### config.mk
export PLATFORM = sky130hd
export DESIGN_NAME = digit_seq_player
export DESIGN_NICKNAME = d
export VERILOG_FILES = /design/src/rtl/digit_seq_player.sv
export SDC_FILE = /design/constraint.sdc
export NUM_CORES = 1
export LEC_CHECK = 0
export ABC_AREA = 1
export BUFFER_PORTS_ARGS = -buffer_cell sky130_fd_sc_hd__buf_2
export CORE_MARGIN = 2
export CORE_UTILIZATION = 57
export DETAILED_ROUTE_END_ITERATION = 7
export PLACE_DENSITY = 0.89
export SETUP_SLACK_MARGIN = 0.3
export SYNTH_ARGS = -nofsm -noshare
export SYNTH_HDL_FRONTEND = slang
export SYNTH_SLANG_ARGS = --single-unit
### constraint.sdc
create_clock -name CLK -period 1.95 [get_ports CLK]
set_input_delay 0.2925 -clock CLK [delete_from_list [all_inputs] [get_ports CLK]]
set_output_delay 0.2925 -clock CLK [all_outputs]
set_load 0.005 [all_outputs]
### src/rtl/digit_seq_player.sv
`default_nettype none
// ============================================================================
// Module   : digit_seq_player
// Purpose  : Programmable digit-table player. Steps through up to DEPTH stored
//            digits, either upward or downward, once or looping. The current
//            digit and index are presented from registers.
// Revision : 1.0 - initial release
// ============================================================================
module digit_seq_player #(
    parameter int DIGIT_W = 4,
    parameter int DEPTH   = 8,
    parameter int IDX_W   = 3
) (
    input  logic               CLK,
    input  logic               RST_N,
    input  logic               wr_en,
    input  logic [IDX_W-1:0]   wr_addr,
    input  logic [DIGIT_W-1:0] wr_data,
    input  logic [IDX_W-1:0]   len,
    input  logic               dir,
    input  logic               loop,
    input  logic               start,
    input  logic               stop,
    input  logic               step,
    output logic [DIGIT_W-1:0] out,
    output logic [IDX_W-1:0]   idx,
    output logic               busy,
    output logic               wrap,
    output logic               done
);

    // Table address width: enough bits for 0..DEPTH-1 only.
    localparam int               AW         = $clog2(DEPTH);
    localparam logic [IDX_W-1:0] LAST_IDX   = IDX_W'(DEPTH - 1);
    localparam logic [IDX_W:0]   DEPTH_WIDE = (IDX_W + 1)'(DEPTH);

    typedef enum logic [0:0] {
        IDLE = 1'b0,
        PLAY = 1'b1
    } state_t;

    state_t             state, state_nx;
    logic [IDX_W-1:0]   idx_nx;
    logic [IDX_W-1:0]   len_q, len_nx;
    logic               dir_q, dir_nx;
    logic               loop_q, loop_nx;
    logic               wrap_nx;
    logic               done_nx;
    logic [IDX_W-1:0]   len_clamped;
    logic               at_end;
    logic               wr_hit;

    logic [DIGIT_W-1:0] table_q [DEPTH];

    // Length requests beyond the table are clamped to its last entry.
    assign len_clamped = (len > LAST_IDX) ? LAST_IDX : len;

    // End position depends on the direction captured at start.
    assign at_end = dir_q ? (idx == '0) : (idx == len_q);

    // Writes to addresses outside the table are dropped.
    assign wr_hit = wr_en && ({1'b0, wr_addr} < DEPTH_WIDE);

    // idx never exceeds len_q <= DEPTH-1, so the truncated index is exact.
    assign out  = table_q[idx[AW-1:0]];
    assign busy = (state == PLAY);

    // Digit table storage, cleared by reset and writable in any state.
    always_ff @(posedge CLK or negedge RST_N) begin
        if (!RST_N) begin
            for (int i = 0; i < DEPTH; i++) begin
                table_q[i] <= '0;
            end
        end else if (wr_hit) begin
            table_q[wr_addr[AW-1:0]] <= wr_data;
        end
    end

    // Playback state, index and captured start parameters.
    always_ff @(posedge CLK or negedge RST_N) begin
        if (!RST_N) begin
            state  <= IDLE;
            idx    <= '0;
            len_q  <= '0;
            dir_q  <= 1'b0;
            loop_q <= 1'b0;
            wrap   <= 1'b0;
            done   <= 1'b0;
        end else begin
            state  <= state_nx;
            idx    <= idx_nx;
            len_q  <= len_nx;
            dir_q  <= dir_nx;
            loop_q <= loop_nx;
            wrap   <= wrap_nx;
            done   <= done_nx;
        end
    end

    // Command decode with priority stop > start > step.
    always_comb begin
        state_nx = state;
        idx_nx   = idx;
        len_nx   = len_q;
        dir_nx   = dir_q;
        loop_nx  = loop_q;
        wrap_nx  = 1'b0;
        done_nx  = 1'b0;

        if (stop) begin
            // Abort leaves idx where it is and raises no pulses.
            state_nx = IDLE;
        end else if (start) begin
            len_nx   = len_clamped;
            dir_nx   = dir;
            loop_nx  = loop;
            idx_nx   = dir ? len_clamped : '0;
            state_nx = PLAY;
        end else if (step && (state == PLAY)) begin
            if (!at_end) begin
                idx_nx = dir_q ? (idx - IDX_W'(1)) : (idx + IDX_W'(1));
            end else if (loop_q) begin
                idx_nx  = dir_q ? len_q : '0;
                wrap_nx = 1'b1;
            end else begin
                state_nx = IDLE;
                done_nx  = 1'b1;
            end
        end
    end

endmodule
`default_nettype wire

==> results of run 1 <==
## power by group
| group | leakage (nW) | switching (W) | internal [W] |
|---|---|---|---|
| sequential | 0.534 | 0.000146 | 0.00106 |
| clock | 0.0371 | 0.000275 | 0.000239 |
| combinational | 0.631 | 0.000575 | 0.000412 |
| total | 1.20 | 0.000995 | 0.00171 |
## routing by layer
| metal | wire (um) | vias to the layer above |
|---|---|---|
| met1 | 2060 | 906 |
| met3 | 312 | 7 |
| li1 | - | 943 |
| met4 | 65 | 0 |
| met2 | 2370 | 60 |
| met5 | 0 | - |
## repair_timing
action	CTS	global route
resized for setup	14	3
endpoints found under the hold margin	21	0
gates cloned	1	0
setup endpoints to repair	4	5
hold buffers	1	0
## kinds of logic (layout without fill, tap and decap cells)
kind of cell / count (synthesis) / in the layout / synth area share, %
flops: 43 / 43 / 50.3
fa+ha+maj: 1 / 1 / 0.935
compound gates: 65 / 65 / 16.4
buf+inv: 25 / 57 / 5.79
simple gates: 131 / 131 / 26.7
## state kept, by name, indices dropped and copies added, names as in the netlist
name and cells:
wrap 1, done 1, dir_q 1, len_q 3
busy 1, idx 3, loop_q 1, table_q 32
## area by class of cell
type / instances / share of cell area (%)
sequential: 43 / 44.0
timing repair buffer: 32 / 8.78
inverter: 19 / 3.32
multi-input combinational: 197 / 38.5
clock buffer: 6 / 2.96
tap: 48 / 2.45
## final timing paths
check	from	to	slack, ns	depth (start not counted)
min	step	busy$_DFFE_PN0P_	0.19	2
min in group asynchronous	RST_N	table_q[6]$_DFFE_PN0P_	0.50	2
max in group asynchronous	RST_N	idx[0]$_DFFE_PN0P_	0.96	3
max reg2reg	idx[0]$_DFFE_PN0P_	idx[2]$_DFFE_PN0P_	0.31	8
max	idx[0]$_DFFE_PN0P_	out[2]	0.19	6
min reg2reg	table_q[12]$_DFFE_PN0P_	table_q[12]$_DFFE_PN0P_	0.50	2
## per-stage QoR
stage	hold slack (ns)	util (%)	total power [W]	instance area, um^2	setup slack, ns
after floorplan	-0.00309	-	0.00185	2140	0.365
after global placement	0.284	63.9	0.00207	2320	0.473
after detailed placement	0.289	63.9	0.00211	2320	0.404
after CTS	0.183	67.4	0.00269	2450	0.198
after global routing	0.195	67.4	0.00288	2450	0.117
final	0.186	67.4	0.00270	2450	0.189
## worst register-to-register path: stages, from the launching register on
cell and delay (ns):
dfrtp_2 0.49, inv_8 0.09, fa_1 0.44, nand3b_1 0.17
nand2_1 0.08, nand3_1 0.08, nand3_1 0.07, nand3_1 0.08
nand2_1 0.07
## cell usage in the layout, fill, tap and decap left out, drive strengths merged
| master | netlist | layout |
|---|---|---|
| clkbuf | 1 | 6 |
| a31oi | 1 | 1 |
| o21bai | 1 | 1 |
| inv | 19 | 19 |
| o21ai | 50 | 50 |
| nand3b | 1 | 1 |
| nand2 | 78 | 78 |
| o22ai | 8 | 8 |
| fa | 1 | 1 |
| a21oi | 5 | 5 |
| nor2 | 36 | 36 |
| nand4 | 1 | 1 |
| dfrtp | 43 | 43 |
| nor3 | 3 | 3 |
| nand3 | 12 | 12 |
| dlygate4sd3 | 0 | 1 |
| buf | 5 | 31 |
==> impl_metrics.toml, run 1 <==
[grt]
first_global_vias = 1753
grt_pass1_wl_um = 8090
track_usage_pct = 25.2
grt_max_degree = 23
antenna_found_initial = 0
grt_util_met3_pct = 5.65
grt_use_met2_pct = 41.1
grt-busiest-layer = "met2"
gr-total-overflow = 0
met1_usage_pct = 33.9

[sta]
setup_viol = 0
relSlewSlack_pct = 65.8
fmax_ghz = 0.568
post-route-min-period_ns = 1.76
finClkSkew_ns = 0.00384
finalHoldViolations = 0
tightestPinTransition_ns = 0.513
rsz0062_at_grt = "yes"
finalMaxSlewViolations = 0
tns_ns = 0
final.period_utilization_pct = 90.3

[drt]
drcViolationCount = 0
antenna_left = 0
drt_iter0_drc = 150
wire_per_inst_um = 13.9
vias = 1916
viasPerCell = 5.55
wl_um = 4810
drtPass1Iterations = 5

[setup_path]
worstPathRequired_ns = 1.66
cp_slowest_cell = "dfrtp_2"
crit_arrival_ns = 1.47
cp_num_buf_inv = 2
max_stage_delay_ns = 0.49
worstPathMaxFanout = 10
startpoint_type = "flip-flop"
crit_family = "flip-flops"
endpoint_kind = "output port"
cpMostUsedCell = "nand2_1"
crit_chain = "buf_8, o21ai_1, o22ai_1, nand2_1, nand2_1, buf_2"
critPathKind = "reg2out"

[clocking]
cts_tree = "done"
clk_path_buf_depth = 2
cts_inserted_buffers = 5
insertion_delay_ns = 0.29
htree_num_levels = 2
clkTransAtPathRegs_ns = 0.07
cts_sinks = 43
clock-root-buffer = "clkbuf_8"
cts_setup_buffers = 0

[logic_synthesis]
synth_area_mm2 = 0.00214
yosys_warnings = 0
avgSynthCellArea_um2 = 8.08
synth_ff_type = "dfrtp_1"
ys_seq_elements = 43
synth.most_common_cell = "nand2_1"
synth_edf_count = 0
postSynthCellCount = 265
netlist.area_leader.share_pct = 50.3
synth_top_area_cell = "dfrtp_1"
yosys-top-cells-area = "dfrtp_1, nand2_1, o21ai_1, nor2_1, o21ai_0"
synth_cell_types = 27
synth.top_cells.by_count = "nand2_1, dfrtp_1, nor2_1"
synth-async-reset-ratio_pct = 100
synth_fp_nets = 284
ys_seq_area_share_pct = 50.3

[floorplan]
core.rowCount = 22
initial_utilization_pct = 58.9
ios = 28
die_w_um = 65.3
die_h_um = 65.3
die_area_mm2 = 0.00426
core_area_mm2 = 0.00363

[layout]
multi_input_area_um2 = 943
layout-drive-gt1-share_pct = 19.9
diodes = 0
fillCellCount = 295
syn2layout_area_growth_pct = 14.4
instances_no_fill = 345
seq_area_mm2 = 0.00108
num-nets-final = 317

[place]
place_inst = 337
gp_congestion = 0.880
hpwl_um = 3440
io_buffers = 27

[worst_hold_path]
hold_path_class = "in2reg"

[flow_run]
max_cap_viol_count = 0

[run_status]
status = "finished clean"

[pwr]
peakVddDrop_uv = 629
power_density_mw_per_mm2 = 1100
leakage_nw = 1.20
No activity file was read; power rests on OpenSTA's default activity.
==> inputs of run 2 (changes only) <==
--- a/config.mk
+++ b/config.mk
@@ -7,10 +7,12 @@
 export LEC_CHECK = 0
 export ABC_AREA = 1
 export BUFFER_PORTS_ARGS = -buffer_cell sky130_fd_sc_hd__buf_2
+export CELL_PAD_IN_SITES_DETAIL_PLACEMENT = 1
+export CELL_PAD_IN_SITES_GLOBAL_PLACEMENT = 1
 export CORE_MARGIN = 2
-export CORE_UTILIZATION = 57
+export CORE_UTILIZATION = 42
 export DETAILED_ROUTE_END_ITERATION = 7
-export PLACE_DENSITY = 0.89
+export PLACE_DENSITY = 0.88
 export SETUP_SLACK_MARGIN = 0.3
 export SYNTH_ARGS = -nofsm -noshare
 export SYNTH_HDL_FRONTEND = slang
==> impl_metrics.toml, run 2 (synthesis gave the netlist of run 1 again) <==
[run_status]
status = "finished clean"

[layout]
fin_area_mm2 = 0.00265
layout_common_cells = "nand2_1, dfrtp_1, o21ai_1, nor2_1, buf_2"
num-nets-final = 328
reg.largest.list = "table_q (32), idx (3), len_q (3)"
layout-drive-gt1-share_pct = 26.8
multi_input_area_um2 = 988
diodes = 0
largest_reg_flops = 32
syn2layout_area_growth_pct = 23.6
top_register = "table_q"
layout_commonest_cell = "nand2_1"
seq_area_mm2 = 0.00108
fillCellCount = 617

[sta]
finalMaxSlewViolations = 0
fmax_ghz = 0.541
tns_ns = 0
setup_viol = 0
finClkSkew_ns = 0.00761
setup_slack_ns = 0.102
relSlewSlack_pct = 64.7
finalHoldViolations = 0
holdWs_ns = 0.190
post-route-min-period_ns = 1.85
tightestPinTransition_ns = 0.530
rsz0062_at_grt = "yes"
final.period_utilization_pct = 94.8

[floorplan]
core.rowCount = 25
die_area_mm2 = 0.00568
initial_utilization_pct = 44.4
die_w_um = 75.4
die_h_um = 75.4
ios = 28
core_area_mm2 = 0.00482

[clocking]
clkTransAtPathRegs_ns = 0.09
cts_tree = "done"
insertion_delay_ns = 0.30
clock-root-buffer = "clkbuf_8"
cts_inserted_buffers = 5
htree_num_levels = 2
cts_sinks = 43
clk_path_buf_depth = 2

[setup_path]
startpoint_type = "flip-flop"
r2r_slack_ns = 0.22
endpoint_kind = "output port"
worstPathMaxFanout = 5
r2r_end = "idx[1]$_DFFE_PN0P_"
worstPathRequired_ns = 1.66
worstSetupStartpoint = "idx[0]$_DFFE_PN0P_"
rr_worst_depth = 8
crit_end = "out[1]"
crit_arrival_ns = 1.56
r2r-start = "idx[0]$_DFFE_PN0P_"
critPathKind = "reg2out"

[pwr]
clock_power_share_pct = 22.6
p_sw_share_pct = 37.8
switching_power_w = 0.00118
pwr-share-seq_pct = 39.0
peakVddDrop_uv = 740
leakage_nw = 1.27
power_w = 0.00312
p_comb_share_pct = 38.5
power_density_mw_per_mm2 = 1180
internal_power_w = 0.00194

[drt]
drtPass1Iterations = 4
antenna_left = 0
drcViolationCount = 0
wl_um = 6320
wire_per_inst_um = 16.8
viasPerCell = 5.35
drt_iter0_drc = 166
vias = 2016

[grt]
antenna_found_initial = 0
grt_pass1_wl_um = 10000
grt_max_degree = 23
gr-total-overflow = 0
first_global_vias = 2027
track_usage_pct = 24.0

[place]
io_buffers = 27
hpwl_um = 4240
gp_congestion = 0.807
post_dp_cell_area_mm2 = 0.00235
dp_slack_ns = 0.305

[worst_hold_path]
hold_path_class = "in2reg"

[flow_run]
max_cap_viol_count = 0
-- run 2: stage by stage --
step                cells  util, %
floorplan             265        -
global placement      357     48.8
detailed placement    357     48.8
CTS                   376     53.9
global route          377     54.9
finish                377     54.9
-- run 2: per-layer routing --
| layer | vias up | global-route usage [%] | part of all wire [%] |
|---|---|---|---|
| met5 | - | 0 | 0 |
| met1 | 998 | 31.9 | 43 |
| met3 | 8 | 4.23 | 5.0 |
| met2 | 49 | 40.2 | 51 |
| met4 | 0 | 7.02 | 0.89 |
| li1 | 961 | - | - |
-- run 2: worst min-delay path by stage --
stage | start | end | cells after the start
finish | step | busy$_DFFE_PN0P_ | 2
global route | step | busy$_DFFE_PN0P_ | 2
CTS | step | busy$_DFFE_PN0P_ | 2
detailed placement | RST_N | table_q[30]$_DFFE_PN0P_ | 1
global placement | RST_N | table_q[30]$_DFFE_PN0P_ | 1
floorplan | RST_N | busy$_DFFE_PN0P_ | 0
-- run 2: repair_timing --
item | CTS | global route
pin swaps | 11 | 9
hold buffers | 1 | 0
endpoints found under the setup margin | 5 | 8
cloned | 3 | 0
resized for setup | 29 | 11
hold endpoints to repair | 21 | 0
buffers inserted | 7 | 1
-- run 2: layout make-up --
cell class | instances | area share [%]
sequential | 43 | 40.8
inverter | 19 | 3.22
tap | 67 | 3.17
timing repair buffer | 40 | 10.4
multi-input combinational | 197 | 37.4
clock buffer | 5 | 2.60
clock inverter | 3 | 1.66
timing repair inverter | 3 | 0.851
-- run 2: critical path, cell delays in order (launching register included) --
cell	delay [ns]
dfrtp_2	0.41
buf_6	0.16
clkinvlp_4	0.18
o21ai_2	0.16
o22ai_1	0.08
nand2_1	0.07
nand2_1	0.07
buf_2	0.13
-- run 2: power by group through the flow --
stage               registers [W]  clock network (W)  logic, W
floorplan                 0.00115                  0  0.000702
global placement          0.00119                  0  0.000918
detailed placement        0.00120                  0  0.000949
CTS                       0.00121           0.000717   0.00113
global route              0.00123           0.000756   0.00133
finish                    0.00122           0.000704   0.00120
==> inputs of run 3 (changes only) <==
--- a/config.mk
+++ b/config.mk
@@ -10,9 +10,9 @@
 export CELL_PAD_IN_SITES_DETAIL_PLACEMENT = 1
 export CELL_PAD_IN_SITES_GLOBAL_PLACEMENT = 1
 export CORE_MARGIN = 2
-export CORE_UTILIZATION = 42
+export CORE_UTILIZATION = 38
 export DETAILED_ROUTE_END_ITERATION = 7
-export PLACE_DENSITY = 0.88
+export PLACE_DENSITY = 0.85
 export SETUP_SLACK_MARGIN = 0.3
 export SYNTH_ARGS = -nofsm -noshare
 export SYNTH_HDL_FRONTEND = slang
==> constraint.sdc (replaced) <==
create_clock -name CLK -period 1.7 [get_ports CLK]
set_input_delay 0.255 -clock CLK [delete_from_list [all_inputs] [get_ports CLK]]
set_output_delay 0.255 -clock CLK [all_outputs]
set_load 0.005 [all_outputs]
==> impl_metrics.toml, run 3 (synthesis gave the netlist of run 1 again) <==
[run_status]
status = "finished with violations"
violations = "setup timing"

[floorplan]
initial_utilization_pct = 39.1
core_area_mm2 = 0.00547
die_area_mm2 = 0.00625
die_w_um = 79.1
die_h_um = 79.1
ios = 28
core.rowCount = 27

[sta]
finClkSkew_ns = 0.00932
tightestPinTransition_ns = 0.551
final.period_utilization_pct = 103
post-route-min-period_ns = 1.75
setup_slack_ns = -0.0521
holdWs_ns = 0.0179
setup_viol = 4
fmax_ghz = 0.571
relSlewSlack_pct = 63.3
finalHoldViolations = 0
finalMaxSlewViolations = 0
rsz0062_at_grt = "yes"

[clocking]
clkTransAtPathRegs_ns = 0.09
insertion_delay_ns = 0.30
cts_tree = "done"
postCtsHoldBufs = 0
clock-root-buffer = "clkbuf_8"
cts_inserted_buffers = 5
cts_sinks = 43
clk_path_buf_depth = 2
htree_num_levels = 2

[pwr]
p_comb_share_pct = 38.9
leakage_nw = 1.25
power_density_mw_per_mm2 = 1330
switching_power_w = 0.00129
clock_power_share_pct = 21.1
peakVddDrop_uv = 527
pwr-share-seq_pct = 40.0
p_sw_share_pct = 37.3
internal_power_w = 0.00217

[grt]
first_global_vias = 2103
antenna_found_initial = 0
grt_pass1_wl_um = 10100
track_usage_pct = 21.2
gr-total-overflow = 0
grt_max_degree = 44

[setup_path]
worstPathRequired_ns = 1.44
critPathKind = "reg2out"
startpoint_type = "flip-flop"
crit_arrival_ns = 1.50
r2r-start = "idx[0]$_DFFE_PN0P_"
worstPathMaxFanout = 5
worstSetupStartpoint = "idx[0]$_DFFE_PN0P_"
endpoint_kind = "output port"

[drt]
drt_iter0_drc = 94
vias = 1943
drcViolationCount = 0
viasPerCell = 5.15
drtPass1Iterations = 4
antenna_left = 0
wire_per_inst_um = 15.9
wl_um = 5990

[place]
post_dp_cell_area_mm2 = 0.00236
hpwl_um = 4060
io_buffers = 27
gp_congestion = 0.845

[flow_run]
max_cap_viol_count = 0

[layout]
diodes = 0
layout_common_cells = "nand2_1, dfrtp_1, o21ai_1, nor2_1, buf_2"
layout-drive-gt1-share_pct = 25.9
layout_commonest_cell = "nand2_1"
largest_reg_flops = 32
num-nets-final = 323
reg.largest.list = "table_q (32), idx (3), len_q (3)"
fin_area_mm2 = 0.00260
top_register = "table_q"
syn2layout_area_growth_pct = 21.3

[worst_hold_path]
hold_path_class = "in2async"
## run 3: cell count changes in the layout (fill, tap and decap cells not counted), moves of 2 or more
cell	change
o21ai_0	-2
o21ai_2	+2
nand2_2	+2
buf_4	+2
nand2_4	-2
clkbuf_16	+2
clkinvlp_4	-4
clkbuf_8	+2
buf_6	-4
## run 3: timing repair
item                       in CTS  in global routing
pin swaps                       3                 19
cloned                          1                  1
buffers inserted                2                  1
gates resized for setup        20                 14
setup endpoints to repair       7                 11
## run 3: path summary, 6_finish.rpt
check	cells past startpoint	to	slack, ns
worst max-delay path	6	out[3]	-0.05
worst min-delay path	2	len_q[0]$_DFFE_PN0P_	0.02
worst max register to register	9	idx[2]$_DFFE_PN0P_	0.01
worst min register to register	2	table_q[10]$_DFFE_PN0P_	0.49
max in group asynchronous	2	idx[2]$_DFFE_PN0P_	1.28
min in group CLK	2	busy$_DFFE_PN0P_	0.14
## run 3: metrics by stage
stage          util, %  total power [W]  setup TNS [ns]  cells  worst slack (ns)
5_1_grt           47.5          0.00371          -0.678    377            -0.136
3_5_place_dp      43.2          0.00250               0    364             0.136
6_report          47.5          0.00346          -0.143    377           -0.0521
4_1_cts           46.5          0.00337         -0.0822    375           -0.0276
2_1_floorplan        -          0.00214               0    265             0.219
3_3_place_gp      43.2          0.00244               0    364             0.187
## run 3: critical path, cell delays in order (launching register included)
cell       delay [ns]
dfrtp_2          0.50
clkbuf_16        0.19
o21ai_2          0.05
o22ai_1          0.17
nand2_1          0.08
nand2_1          0.08
buf_2            0.11
## run 3: power by group through the flow
stage / sequential, W / clock [W] / combinational, W
finish: 0.00138 / 0.000731 / 0.00135
global route: 0.00140 / 0.000782 / 0.00152
CTS: 0.00137 / 0.000742 / 0.00126
detailed placement: 0.00136 / 0 / 0.00114
global placement: 0.00135 / 0 / 0.00109
floorplan: 0.00132 / 0 / 0.000820
## run 3: area by class of cell
cell class / instances / area [um^2]
fillers: 695 / 2880
inverters: 19 / 78.8
flip-flops and latches: 43 / 1080
clock buffers: 8 / 100
multi-input cells: 197 / 981
repair buffers: 38 / 269
well taps: 72 / 90.1
## run 3: per-layer routing
| layer | global-route usage, % | wire length [um] | vias to the layer above |
|---|---|---|---|
| li1 | - | - | 947 |
| met1 | 25.6 | 2700 | 945 |
| met2 | 37.5 | 2970 | 40 |
| met3 | 4.09 | 198 | 11 |
| met4 | 7.41 | 121 | 0 |
| met5 | 0 | 0 | - |
